## config.mk

```make
export PLATFORM = sky130hd
export DESIGN_NAME = proc_datapath
export DESIGN_NICKNAME = d
export VERILOG_FILES = /design/src/rtl/proc_datapath.sv
export SDC_FILE = /design/constraint.sdc
export NUM_CORES = 1
export LEC_CHECK = 0
export BUFFER_PORTS_ARGS = -buffer_cell sky130_fd_sc_hd__buf_2
export CORE_UTILIZATION = 40
export CTS_CLUSTER_SIZE = 16
export DETAILED_ROUTE_END_ITERATION = 7
export PLACE_DENSITY = 0.59
export SYNTH_ARGS = -nofsm -noshare
export SYNTH_HDL_FRONTEND = slang
export SYNTH_SLANG_ARGS = --single-unit
```

## constraint.sdc

```tcl
create_clock -name clk -period 5.8 [get_ports clk]
set_input_delay 0 -clock clk [delete_from_list [all_inputs] [get_ports clk]]
set_output_delay 0 -clock clk [all_outputs]
set_load 0.03 [all_outputs]
```

## src/rtl/proc_datapath.sv

```systemverilog
// Execution datapath of the 10-bit processor: IR, register file, A/G registers,
// ALU, shared bus and the 2-bit timestep counter driven by the controller.
module proc_datapath #(
    parameter int WIDTH = 10,
    parameter int NREGS = 4
) (
    input  logic             clk,
    input  logic             rst,
    input  logic             en,
    input  logic [WIDTH-1:0] DIN,
    input  logic             Ext,
    input  logic             IRin,
    input  logic             ENW,
    input  logic             ENR,
    input  logic [1:0]       Rin,
    input  logic [1:0]       Rout,
    input  logic             Ain,
    input  logic             Gin,
    input  logic             Gout,
    input  logic [3:0]       ALUcont,
    input  logic             Clr,
    output logic [9:0]       INSTR,
    output logic [1:0]       T,
    output logic [WIDTH-1:0] BUS,
    output logic             bus_conflict,
    output logic             done
);

    logic [WIDTH-1:0]        reg_q [NREGS];
    logic [NREGS-1:0]        wr_en;
    logic [WIDTH-1:0]        a_q, a_d;
    logic [WIDTH-1:0]        g_q, g_d;
    logic [9:0]              ir_q, ir_d;
    logic [1:0]              t_q, t_d;
    logic                    conflict_q, conflict_d;
    logic                    done_q, done_d;
    logic [WIDTH-1:0]        bus_w;
    logic [WIDTH-1:0]        alu_y;
    logic signed [WIDTH-1:0] asr_y;
    logic [3:0]              shamt;
    logic                    sh_ovf;
    logic                    multi_drv;

    // Fixed-priority bus source select; lower-priority drivers are simply masked.
    always_comb begin
        if (Ext) begin
            bus_w = DIN;
        end else if (Gout) begin
            bus_w = g_q;
        end else if (ENR) begin
            bus_w = reg_q[Rout];
        end else begin
            bus_w = '0;
        end
    end

    assign multi_drv = (Ext & Gout) | (Ext & ENR) | (Gout & ENR);

    assign shamt  = bus_w[3:0];
    assign sh_ovf = ({28'd0, shamt} >= 32'(WIDTH));
    assign asr_y  = $signed(a_q) >>> shamt;

    always_comb begin
        alu_y = bus_w;
        case (ALUcont)
            4'b0010: alu_y = a_q + bus_w;
            4'b0011: alu_y = a_q - bus_w;
            4'b0100: alu_y = '0 - bus_w;
            4'b0101: alu_y = ~bus_w;
            4'b0110: alu_y = a_q & bus_w;
            4'b0111: alu_y = a_q | bus_w;
            4'b1000: alu_y = a_q ^ bus_w;
            4'b1001: alu_y = sh_ovf ? '0 : (a_q << shamt);
            4'b1010: alu_y = sh_ovf ? '0 : (a_q >> shamt);
            4'b1011: begin
                if (sh_ovf) begin
                    alu_y = {WIDTH{a_q[WIDTH-1]}};
                end else begin
                    alu_y = asr_y;
                end
            end
            default: alu_y = bus_w;
        endcase
    end

    genvar gi;
    generate
        for (gi = 0; gi < NREGS; gi++) begin : g_wr_en
            assign wr_en[gi] = en & ENW & (Rin == 2'(gi));
        end
    endgenerate

    // Writes capture the pre-edge bus, so a same-cycle read of the target sees the old value.
    always_ff @(posedge clk) begin
        for (int i = 0; i < NREGS; i++) begin
            if (rst) begin
                reg_q[i] <= '0;
            end else if (wr_en[i]) begin
                reg_q[i] <= bus_w;
            end
        end
    end

    always_comb begin
        ir_d       = ir_q;
        a_d        = a_q;
        g_d        = g_q;
        t_d        = t_q;
        conflict_d = conflict_q;
        done_d     = 1'b0;
        if (en) begin
            if (IRin) ir_d = bus_w[9:0];
            if (Ain)  a_d  = bus_w;
            if (Gin)  g_d  = alu_y;
            if (multi_drv) conflict_d = 1'b1;
            if (Clr) begin
                t_d    = 2'd0;
                done_d = 1'b1;
            end else begin
                t_d = t_q + 2'd1;
            end
        end
    end

    always_ff @(posedge clk) begin
        if (rst) begin
            ir_q       <= '0;
            a_q        <= '0;
            g_q        <= '0;
            t_q        <= '0;
            conflict_q <= 1'b0;
            done_q     <= 1'b0;
        end else begin
            ir_q       <= ir_d;
            a_q        <= a_d;
            g_q        <= g_d;
            t_q        <= t_d;
            conflict_q <= conflict_d;
            done_q     <= done_d;
        end
    end

    assign INSTR        = ir_q;
    assign T            = t_q;
    assign BUS          = bus_w;
    assign bus_conflict = conflict_q;
    assign done         = done_q;

endmodule

```

==> metrics.md, run 1 <==
| Metric | Value |
|---|---|
| Status | finished, final reports clean |
| CTS Buf Count | 9 |
| Clock Skew | 0.00471 ns |
| Clk root buf | clkbuf_16 |
| Worst skew pair latency | approximately 0.33 ns |
| Syn Area/Cell | 8.34 sq um |
| Clock share of power | 36.1% |
| Synth-to-Final Area Change | 13.1% |
| Max_cap viols | 0 |
| Layout Nets | 751 |
| Vias in the first global route | 4891 |
| CP bufs+invs | 1 |
| Worst Hold End | done$_SDFF_PP0_ |
| Kind of start point of the critical path | register |
| Synth unique cells | 67 |
| Crit path cell chain | mux4_2 > a22oi_1 > o21a_1 > inv_2 > ha_1 > a21o_1 > a21o_1 > a21o_1 > a2111oi_0 > nor3_1 > xor2_1 > a221oi_1 > a211oi_1 |
| Max layer used | met4 |
| FF-to-FF Start | reg_q[2][2]$_SDFFCE_PN0P_ |
| TNS Setup | 0 ns |
| Reg2reg setup slack | ~1.7 ns |
| Largest area contributor in the netlist | edfxtp_1 |
| Simple-gate share of the synthesized area | 19.6% |
| CP Max Fanout | 16 |
| Mux share of post-synthesis cell area | 6.01% |
| Pwr Total | between 1 and 1.5 mW |
| WL/cell | just over 20 microns |
| Post-route ant nets | 0 |
| Tcrit/Tclk final | 71.5% |
| Drt pass-1 iters | 6 |
| Power share of the combinational group | 24.2% |
| CP Class | register to register |
| Worst vdd ir | 0.000181 V |
| Ranking of synthesized cells by area | edfxtp_1 (22%), dfxtp_1 (13%), nor2_1 (9.1%), ha_1 (6.9%), a21oi_1 (5.7%) |
| Largest family of logic cells by synthesized area | compound AO/OA/AOI/OAI gates |
| Via density | between 6 and 7 |
| Int Pwr | just over 1 mW |
| Share of cells above drive strength 1 | 14.1% |
| Most used cell, CP | a21o_1 |
| Top cell type's share of synthesized area | 22.1% |
| Hpwl dp | 13.2 mm |
| Adder-Cell Fraction of Synth Area | 7.83% |
| Hold Path Depth | 2 |
| Tightest Hold Check Type | primary input to register |
| HP Start | en |
| First-pass GRT wire length | 28.3 mm |
| Initial antenna violation count | 0 |
| Total power per unit cell area | 243 mW/mm^2 |
| # H-tree levels | 3 |
| RePlAce Congestion | 0.980 |
| Cells on worst reg2reg path | 13 |
| Slew Limit Fails | 0 |
| GR Util All Layers | 26.2% |
| Met2 wire len | 7.73 mm |
| Post-Synth XOR/XNOR Area | 2.26% |
| Grt ovf | 0 |
| Max clock buf depth | 2 |
| Max_slew headroom | 32.9% |
| Die Y | 119 microns |
| Fmax | 241 MHz |
| Mapped Area | 0.00544 sq mm |
| CTS resizes | 0 |
| # rows | between 40 and 50 |
| Post-synth ARST share | 0% |
| Ys flop type | edfxtp_1 |
| Port buffer count | 52 |
| Routed length on met1 | 8.01 mm |
| Drc violations | 0 |
| Clock sink count | 74 |
| R2r endpoint | g_q[8]$_SDFFE_PP0P_ |
| Die X | around 120 microns |
| CTS Hold Bufs | 1 |
| Initial Util | roughly two fifths |
| Compound-Gate Fraction of Synth Area | 24.9% |
| Die area | ~0.014 sq mm |
| Sequential Power Share | 39.7% |
| IO Pins | between 50 and 60 |
| Yosys warning total | 0 |
| Arrival time of the worst setup path | 4.33 ns |
| Post-synth EDFFs | 40 |
| WHS | 0.0542 ns |
| Final setup vio count | 0 |
| Worst-path clk slew | 0.06 ns |
| Routed WL | ~18 mm |
| Leakage | around 2.5 nW |
| Core Box Area | 0.0132 sq mm |
| Final min period | 4.15 ns |
| Setup crit end kind | register |
| Slowest CP cell | o21a_1 |
| Unrepaired setup endpoints after global routing | false |
| Post-CTS setup repair buffer count | 0 |
| Switching share of power | 31.1% |
| # diodes | 0 |
| Post-synthesis sequential area ratio | roughly a third |
| Largest net degree at the start of global routing | 38 |
| Most common cell in the synthesized netlist | nor2_1 |
| Via count | between 5000 and 6000 |
| Final hold violation count | 0 |
| CTS tree | built |
| Sw Pwr | ~0.46 mW |
| Syn Nets | 713 |
| Initial DRC count | 665 |
| Synth top cells by count | nor2_1 (132), a21oi_1 (62), nand2_1 (41) |
| Worst endpoint required time | 5.99 ns |
| Slew @ Worst Pin | approximately 1 ns |
| Yosys reg bits | 74 |
| Met3 wire length | 1.89 mm |
| CP max stage delay | ~0.6 ns |
| Syn Inst Count | ~650 |
| Largest delay share family, worst path | compound AO/OA/AOI/OAI gates |
[metal layers]
metal / up-vias / track usage (%)
met5: - / 0
met2: 308 / 38.5
li1: 2468 / -
met1: 2437 / 37.6
met4: 0 / 7.99
met3: 37 / 6.18
[worst max path at each step]
stage                                          from             endpoint  slack [ns]  cells past startpoint
after global placement                      Rout[0]  g_q[8]$_SDFFE_PP0P_        1.70                     14
after floorplan           reg_q[3][1]$_SDFFCE_PN0P_  g_q[8]$_SDFFE_PP0P_        1.89                     13
final                     reg_q[2][2]$_SDFFCE_PN0P_  g_q[8]$_SDFFE_PP0P_        1.65                     13
after detailed placement                    Rout[0]  g_q[8]$_SDFFE_PP0P_        1.60                     14
after CTS                 reg_q[2][2]$_SDFFCE_PN0P_  g_q[8]$_SDFFE_PP0P_        1.65                     13
after global routing      reg_q[2][2]$_SDFFCE_PN0P_  g_q[8]$_SDFFE_PP0P_        1.36                     13
[layout by cell type (no fill, tap or decap), drive strengths merged, types with 23 or more instances in the layout]
| master | count |
|---|---|
| a211oi | 23 |
| a21oi | 62 |
| buf | 64 |
| dfxtp | 34 |
| edfxtp | 40 |
| ha | 30 |
| inv | 27 |
| nand2 | 41 |
| nor2 | 132 |
| o21ai | 40 |
[flip-flops by register name, summed over array words and instances (netlist names)]
signal,flops
reg_q,40
INSTR,10
a_q,10
g_q,10
T,2
bus_conflict,1
done,1
[layout make-up]
type / instances / area, sq um
fillers: 1343 / 7090
multi-input cells: 513 / 3300
flip-flops and latches: 74 / 1880
repair buffers: 65 / 360
clock buffers: 10 / 229
well taps: 176 / 220
inverters: 27 / 101
clock inverters: 6 / 57.6
[cells by family (layout without fill, tap and decap cells)]
logic type | count (synthesis) | in the layout
buf+inv | 65 | 108
mux | 20 | 20
simple gates | 244 | 244
xor+xnor | 14 | 14
fa+ha+maj | 33 | 33
compound gates | 202 | 202
flops | 74 | 74
[power groups by stage]
stage	Sequential, mW	Clock (mW)	Combinational [mW]
2_1_floorplan	0.605	0	0.244
3_3_place_gp	0.601	0	0.355
3_5_place_dp	0.603	0	0.354
4_1_cts	0.592	0.547	0.356
5_1_grt	0.595	0.565	0.393
6_report	0.593	0.538	0.361
[per-stage QoR]
step	utilization [%]	setup slack, ns	std cells	area [sq um]
global placement	44.2	1.70	854	5850
detailed placement	44.2	1.60	854	5850
global route	46.4	1.36	871	6150
floorplan	-	1.89	652	5440
finish	46.4	1.65	871	6150
CTS	46.4	1.65	871	6150
Power figures use the tool's default switching activity.
==> inputs of run 2 (changes only) <==
--- a/config.mk
+++ b/config.mk
@@ -5,11 +5,12 @@
 export SDC_FILE = /design/constraint.sdc
 export NUM_CORES = 1
 export LEC_CHECK = 0
+export ABC_AREA = 1
 export BUFFER_PORTS_ARGS = -buffer_cell sky130_fd_sc_hd__buf_2
 export CORE_UTILIZATION = 40
 export CTS_CLUSTER_SIZE = 16
 export DETAILED_ROUTE_END_ITERATION = 7
-export PLACE_DENSITY = 0.59
+export PLACE_DENSITY = 0.58
 export SYNTH_ARGS = -nofsm -noshare
 export SYNTH_HDL_FRONTEND = slang
 export SYNTH_SLANG_ARGS = --single-unit
==> constraint.sdc (replaced) <==
create_clock -name clk -period 4 [get_ports clk]
set_input_delay 0 -clock clk [delete_from_list [all_inputs] [get_ports clk]]
set_output_delay 0 -clock clk [all_outputs]
set_load 0.03 [all_outputs]
==> metrics.md, run 2 <==
| Metric | Value |
|---|---|
| Total power per unit cell area | 369 mW/mm^2 |
| Largest register by flop count | reg_q |
| Yosys warning total | 0 |
| Clock sink count | 74 |
| CP Max Fanout | 8 |
| Switching share of power | 34.0% |
| Crit path cell chain | inv_1 > nand2_1 > nand3_1 > nand2_1 > nand2_2 > a21boi_2 > ha_1 > inv_1 > fa_1 > nand3_1 > nand2_1 > nand2_1 > nand2_1 > a21oi_1 > o21ai_0 > a21oi_1 > nor2_1 > nand3_1 > nand2_1 > a21oi_1 |
| Slew @ Worst Pin | 0.726 ns |
| # diodes | 0 |
| Post-synth EDFFs | 40 |
| Drc violations | 0 |
| Synth unique cells | 44 |
| Adder-Cell Fraction of Synth Area | 7.47% |
| Int Pwr | 1.58 mW |
| Final setup vio count | 0 |
| Clock share of power | between 30 and 40% |
| Most used cell, CP | nand2_1 |
| Setup crit end kind | register |
| Worst skew pair latency | 0.34 ns |
| Reg2reg setup slack | roughly 0.9 ns |
| Worst vdd ir | 0.000269 V |
| Mux share of post-synthesis cell area | 0% |
| Syn Inst Count | 849 |
| Most common cell after layout, fill and taps aside | nand2_1 |
| M3 GR Usage | 5.59% |
| Final min period | 3.10 ns |
| IO Pins | 53 |
| Arrival time of the worst setup path | 3.37 ns |
| Power share of the combinational group | 27.5% |
| Post-synthesis sequential area ratio | 33.0% |
| Status | finished, final reports clean |
| # H-tree levels | 3 |
| Ys flop type | edfxtp_1 |
| Syn Nets | 910 |
| Port buffer count | 52 |
| Share of cells above drive strength 1 | roughly an eighth |
| Initial antenna violation count | 0 |
| Final hold violation count | 0 |
| Tcrit/Tclk final | 77.5% |
| CP max stage delay | 0.47 ns |
| Sw Pwr | ~0.81 mW |
| Worst-path clk slew | around 0.060 ns |
| TNS Setup | 0 ns |
| Sequential Power Share | 36.4% |
| WHS | 0.0347 ns |
| GR Util All Layers | 27.6% |
| Clock Skew | 0.00681 ns |
| HP Start | rst |
| Most frequent cells in the layout | nand2_1 (212), nor2_1 (105), inv_1 (86), a21oi_1 (80), nand3_1 (72) |
| WL/cell | 18.2 microns |
| Hold Path Depth | 2 |
| Post-Synth XOR/XNOR Area | 0.154% |
| Hpwl dp | 14.9 mm |
| Post-CTS setup repair buffer count | 0 |
| Drt pass-1 iters | 5 |
| Initial DRC count | 583 |
| CP Class | register to register |
| Die area | about 0.015 sq mm |
| Kind of start point of the critical path | register |
| Largest net degree at the start of global routing | 30 |
| Top cell type's share of synthesized area | 21.1% |
| Layout Nets | 959 |
| Met1 Usage GRT | 40.0% |
| Unrepaired setup endpoints after global routing | false |
| Core Box Area | 0.0139 sq mm |
| GRT met2 Usage | 41.3% |
| First-pass GRT wire length | slightly above 30 mm |
| FF-to-FF Start | reg_q[0][0]$_SDFFCE_PN0P_ |
| Die Y | between 100 and 150 microns |
| RePlAce Congestion | 0.986 |
| CTS tree | built |
| # rows | 43 |
| R2r endpoint | g_q[6]$_SDFFE_PP0P_ |
| Gr busiest metal | met2 |
| Routed WL | 19.7 mm |
| Post-synth ARST share | 0% |
| Fmax | 322 MHz |
| Syn Area/Cell | 6.71 sq um |
| Slowest CP cell | a21boi_2 |
| Mapped Area | 0.00570 sq mm |
| Synth top cells by count | nand2_1 (212), nor2_1 (105), inv_1 (86) |
| Via density | approximately 5.5 |
| Max_cap viols | 0 |
| Max_slew headroom | 51.5% |
| Ranking of synthesized cells by area | edfxtp_1 (21%), nand2_1 (14%), dfxtp_1 (12%), a21oi_1 (7.0%), nor2_1 (6.9%) |
| Synth-to-Final Area Change | 13.4% |
| Max reg flops | 40 |
| Compound-Gate Fraction of Synth Area | a little under a fifth |
| Vias in the first global route | 5451 |
| Clk root buf | clkbuf_16 |
| Worst endpoint required time | 4.27 ns |
| Most common cell in the synthesized netlist | nand2_1 |
| Slew Limit Fails | 0 |
| Cells on worst reg2reg path | 20 |
| Largest area contributor in the netlist | edfxtp_1 |
| Leakage | 3.00 nW |
| Initial Util | around 41% |
| Grt ovf | 0 |
| Yosys reg bits | 74 |
| Post-route ant nets | 0 |
| Die X | 121 microns |
| CTS Buf Count | 9 |
| Worst Hold End | done$_SDFF_PP0_ |
| Tightest Hold Check Type | primary input to register |
| Via count | 5993 |
| Simple-gate share of the synthesized area | approximately a third |
| Max clock buf depth | 2 |
| Largest family of logic cells by synthesized area | simple AND/OR/NAND/NOR gates |
==> run 2: kinds of logic after synthesis <==
| logic type | after synthesis |
|---|---|
| adder cells (fa/ha/maj) | 33 |
| flip-flops | 74 |
| XOR/XNOR | 1 |
| AO/OA/AOI/OAI | 184 |
| buffers and inverters | 125 |
| AND/OR/NAND/NOR | 432 |
==> run 2: what timing repair did <==
item,4_1_cts,5_1_grt
resized for setup,0,0
setup endpoints to repair,0,0
hold endpoints to repair,2,0
hold buffers,1,0
==> run 2: worst max-delay path: cells and delay by family (launching register included) <==
kind	cells	cell delay, ns
AO/OA/AOI/OAI	5	1.01
adder cells (fa/ha/maj)	2	0.70
buffers and inverters	2	0.15
flip-flops	1	0.32
AND/OR/NAND/NOR	11	0.87
==> run 2: per-layer routing <==
metal	up-vias	share of wire, %
li1	2945	-
met1	2757	46
met2	263	44
met3	28	8.2
met4	0	1.8
met5	-	0
==> run 2: through the flow <==
stage / cells / instance area, sq um / setup slack, ns / utilization [%] / power, mW
4_1_cts: 1083 / 6460 / 0.966 / 46.5 / 2.38
3_5_place_dp: 1066 / 6130 / 0.764 / 44.2 / 1.52
6_report: 1083 / 6460 / 0.898 / 46.5 / 2.39
2_1_floorplan: 849 / 5700 / 1.27 / - / 1.33
5_1_grt: 1083 / 6460 / 0.667 / 46.5 / 2.50
3_3_place_gp: 1066 / 6130 / 0.761 / 44.2 / 1.53
==> run 2: power by group through the flow <==
stage	clock network, mW	logic, mW	registers [mW]
3_3_place_gp	0	0.649	0.883
5_1_grt	0.901	0.725	0.871
2_1_floorplan	0	0.435	0.891
3_5_place_dp	0	0.641	0.883
6_report	0.862	0.656	0.868
4_1_cts	0.868	0.644	0.867
==> run 2: layout make-up <==
class                      count  area, sq um
clock buffer                  11          264
clock inverter                 5         57.6
fill                        1462         7420
inverter                      95          357
multi-input combinational    650         3290
sequential                    74         1880
tap                          180          225
timing repair buffer          68          383
==> run 2: worst max path at each step <==
stage	to	cells after the start	startpoint	slack [ns]
2_1_floorplan	g_q[6]$_SDFFE_PP0P_	20	reg_q[1][0]$_SDFFCE_PN0P_	1.27
3_3_place_gp	g_q[6]$_SDFFE_PP0P_	21	Rout[0]	0.76
3_5_place_dp	g_q[6]$_SDFFE_PP0P_	21	Rout[0]	0.76
4_1_cts	g_q[6]$_SDFFE_PP0P_	20	reg_q[0][0]$_SDFFCE_PN0P_	0.97
5_1_grt	g_q[6]$_SDFFE_PP0P_	20	reg_q[0][0]$_SDFFCE_PN0P_	0.67
6_report	g_q[6]$_SDFFE_PP0P_	20	reg_q[0][0]$_SDFFCE_PN0P_	0.90
==> inputs of run 3 (changes only) <==
--- a/config.mk
+++ b/config.mk
@@ -10,7 +10,7 @@
 export CORE_UTILIZATION = 40
 export CTS_CLUSTER_SIZE = 16
 export DETAILED_ROUTE_END_ITERATION = 7
-export PLACE_DENSITY = 0.58
+export PLACE_DENSITY = 0.61
 export SYNTH_ARGS = -nofsm -noshare
 export SYNTH_HDL_FRONTEND = slang
 export SYNTH_SLANG_ARGS = --single-unit
==> constraint.sdc (replaced) <==
create_clock -name clk -period 2.54 [get_ports clk]
set_input_delay 0 -clock clk [delete_from_list [all_inputs] [get_ports clk]]
set_output_delay 0 -clock clk [all_outputs]
set_load 0.03 [all_outputs]
==> metrics.md, run 3 (synthesis gave the netlist of run 2 again) <==
| Metric | Value |
|---|---|
| Status | finished with violations |
| Initial Util | 41.0% |
| Final min period | 2.55 ns |
| Clk root buf | clkbuf_16 |
| Most common cell after layout, fill and taps aside | nand2_1 |
| Core Box Area | 0.0139 sq mm |
| Post-route ant nets | 0 |
| CP bufs+invs | 2 |
| CTS tree | built |
| CP Max Fanout | 4 |
| Max_slew headroom | 55.7% |
| Clock Skew | 0.00534 ns |
| Slew Limit Fails | 0 |
| Vias in the first global route | 5876 |
| Unrepaired setup endpoints after global routing | true |
| Largest delay share family, worst path | simple AND/OR/NAND/NOR gates |
| # diodes | 0 |
| Die area | 0.0147 sq mm |
| Hpwl dp | ~16 mm |
| CP max stage delay | about 0.38 ns |
| Routed WL | 21.3 mm |
| Share of cells above drive strength 1 | 28.6% |
| Worst skew pair latency | 0.34 ns |
| Via density | roughly 5.5 |
| RePlAce Congestion | 0.969 |
| Kind of start point of the critical path | register |
| Failing checks | negative setup slack |
| Final std cells w/o fill | 1174 |
| Layout Nets | 1050 |
| Tightest Hold Check Type | primary input to register |
| First-pass GRT wire length | 32.1 mm |
| Initial antenna violation count | 0 |
| Placed cell count | 1144 |
| Max_cap viols | 0 |
| Final hold violation count | 0 |
| Via count | roughly 6500 |
| Grt ovf | 0 |
| Total power per unit cell area | 539 mW/mm^2 |
| Max reg flops | 40 |
| # rows | 43 |
| Drt pass-1 iters | 6 |
| Slowest CP cell | fa_2 |
| Largest net degree at the start of global routing | 28 |
| Final setup vio count | 1 |
| Worst vdd ir | ~0.00045 V |
| Die X | 121 microns |
| WHS | 0.0519 ns |
| CP Class | register to register |
| Leakage | between 3 and 4 nW |
| WL/cell | around 18 microns |
| IO Pins | between 50 and 60 |
| Fmax | 393 MHz |
| Tcrit/Tclk final | 100% |
| Drc violations | 0 |
| Clock sink count | 74 |
| CTS Buf Count | 9 |
| Port buffer count | 52 |
| Arrival time of the worst setup path | 2.82 ns |
| Pre-CTS setup slack | -0.168 ns |
| Setup WS post-layout | -0.00763 ns |
| Worst endpoint required time | 2.81 ns |
| # H-tree levels | 3 |
| Worst-path clk slew | roughly 0.05 ns |
| Die Y | 121 microns |
| Setup crit end kind | register |
| Most frequent cells in the layout | nand2_1 (196), buf_4 (102), nor2_1 (101), inv_1 (81), a21oi_1 (70) |
| GR Util All Layers | 29.2% |
| Crit path cell chain | inv_1 > nand2_1 > nand3_1 > nand2_1 > nand2_2 > a21boi_4 > ha_4 > inv_2 > fa_2 > nand3_2 > nand2_4 > nand2_2 > nand2_2 > a21oi_2 > o21ai_1 > a21oi_1 > nor2_1 > nand3_1 > nand2_1 > a21oi_1 |
| Largest register by flop count | reg_q |
| Initial DRC count | around 680 |
| Synth-to-Final Area Change | 34.8% |
| Slew @ Worst Pin | 0.662 ns |
| Max clock buf depth | 2 |
==> run 3: what timing repair did <==
item	4_1_cts	5_1_grt
setup buffers	4	9
gates resized for setup	35	77
pin swaps	17	50
endpoints found under the hold margin	2	0
hold buffers	1	0
setup endpoints to repair	7	10
==> run 3: tightest hold or removal path: cells and delay by family <==
family                 cells  cell delay [ns]
buffers and inverters      2             0.15
and+or+nand+nor            3             0.21
==> run 3: per-layer routing <==
metal | wire, microns | global-route usage [%] | vias up
met5 | 0 | 0 | -
met4 | 493 | 9.41 | 0
met3 | 1820 | 3.90 | 40
met2 | 9480 | 44.8 | 327
met1 | 9530 | 42.0 | 2983
li1 | - | - | 3132
==> run 3: power breakdown <==
group,switching [mW],internal [mW]
Combinational,0.865,0.539
Clock,0.475,0.899
Sequential,0.0325,1.33
==> run 3: final timing paths <==
check | from | to | slack [ns] | depth (start not counted)
max | reg_q[0][0]$_SDFFCE_PN0P_ | g_q[6]$_SDFFE_PP0P_ | -0.008 | 20
min | Gin | g_q[3]$_SDFFE_PP0P_ | 0.05 | 5
max reg2reg | reg_q[0][0]$_SDFFCE_PN0P_ | g_q[6]$_SDFFE_PP0P_ | -0.008 | 20
min reg2reg | g_q[8]$_SDFFE_PP0P_ | g_q[8]$_SDFFE_PP0P_ | 0.47 | 2
==> run 3: final cells by class <==
type	instances	area, sq um
inverter	95	362
fill	1377	6210
clock buffer	12	289
tap	180	225
multi-input combinational	650	3770
timing repair buffer	159	1100
sequential	74	1880
clock inverter	4	43.8
==> run 3: per-stage QoR <==
step / area (sq um) / util, % / total power [mW] / TNS [ns]
4_1_cts: 7270 / 52.4 / 3.99 / -0.00524
2_1_floorplan: 5700 / - / 2.09 / -0.0247
5_1_grt: 7670 / 55.3 / 4.32 / -0.807
6_report: 7670 / 55.3 / 4.14 / -0.00763
3_5_place_dp: 6750 / 48.6 / 2.56 / -0.765
3_3_place_gp: 6750 / 48.6 / 2.56 / -0.618
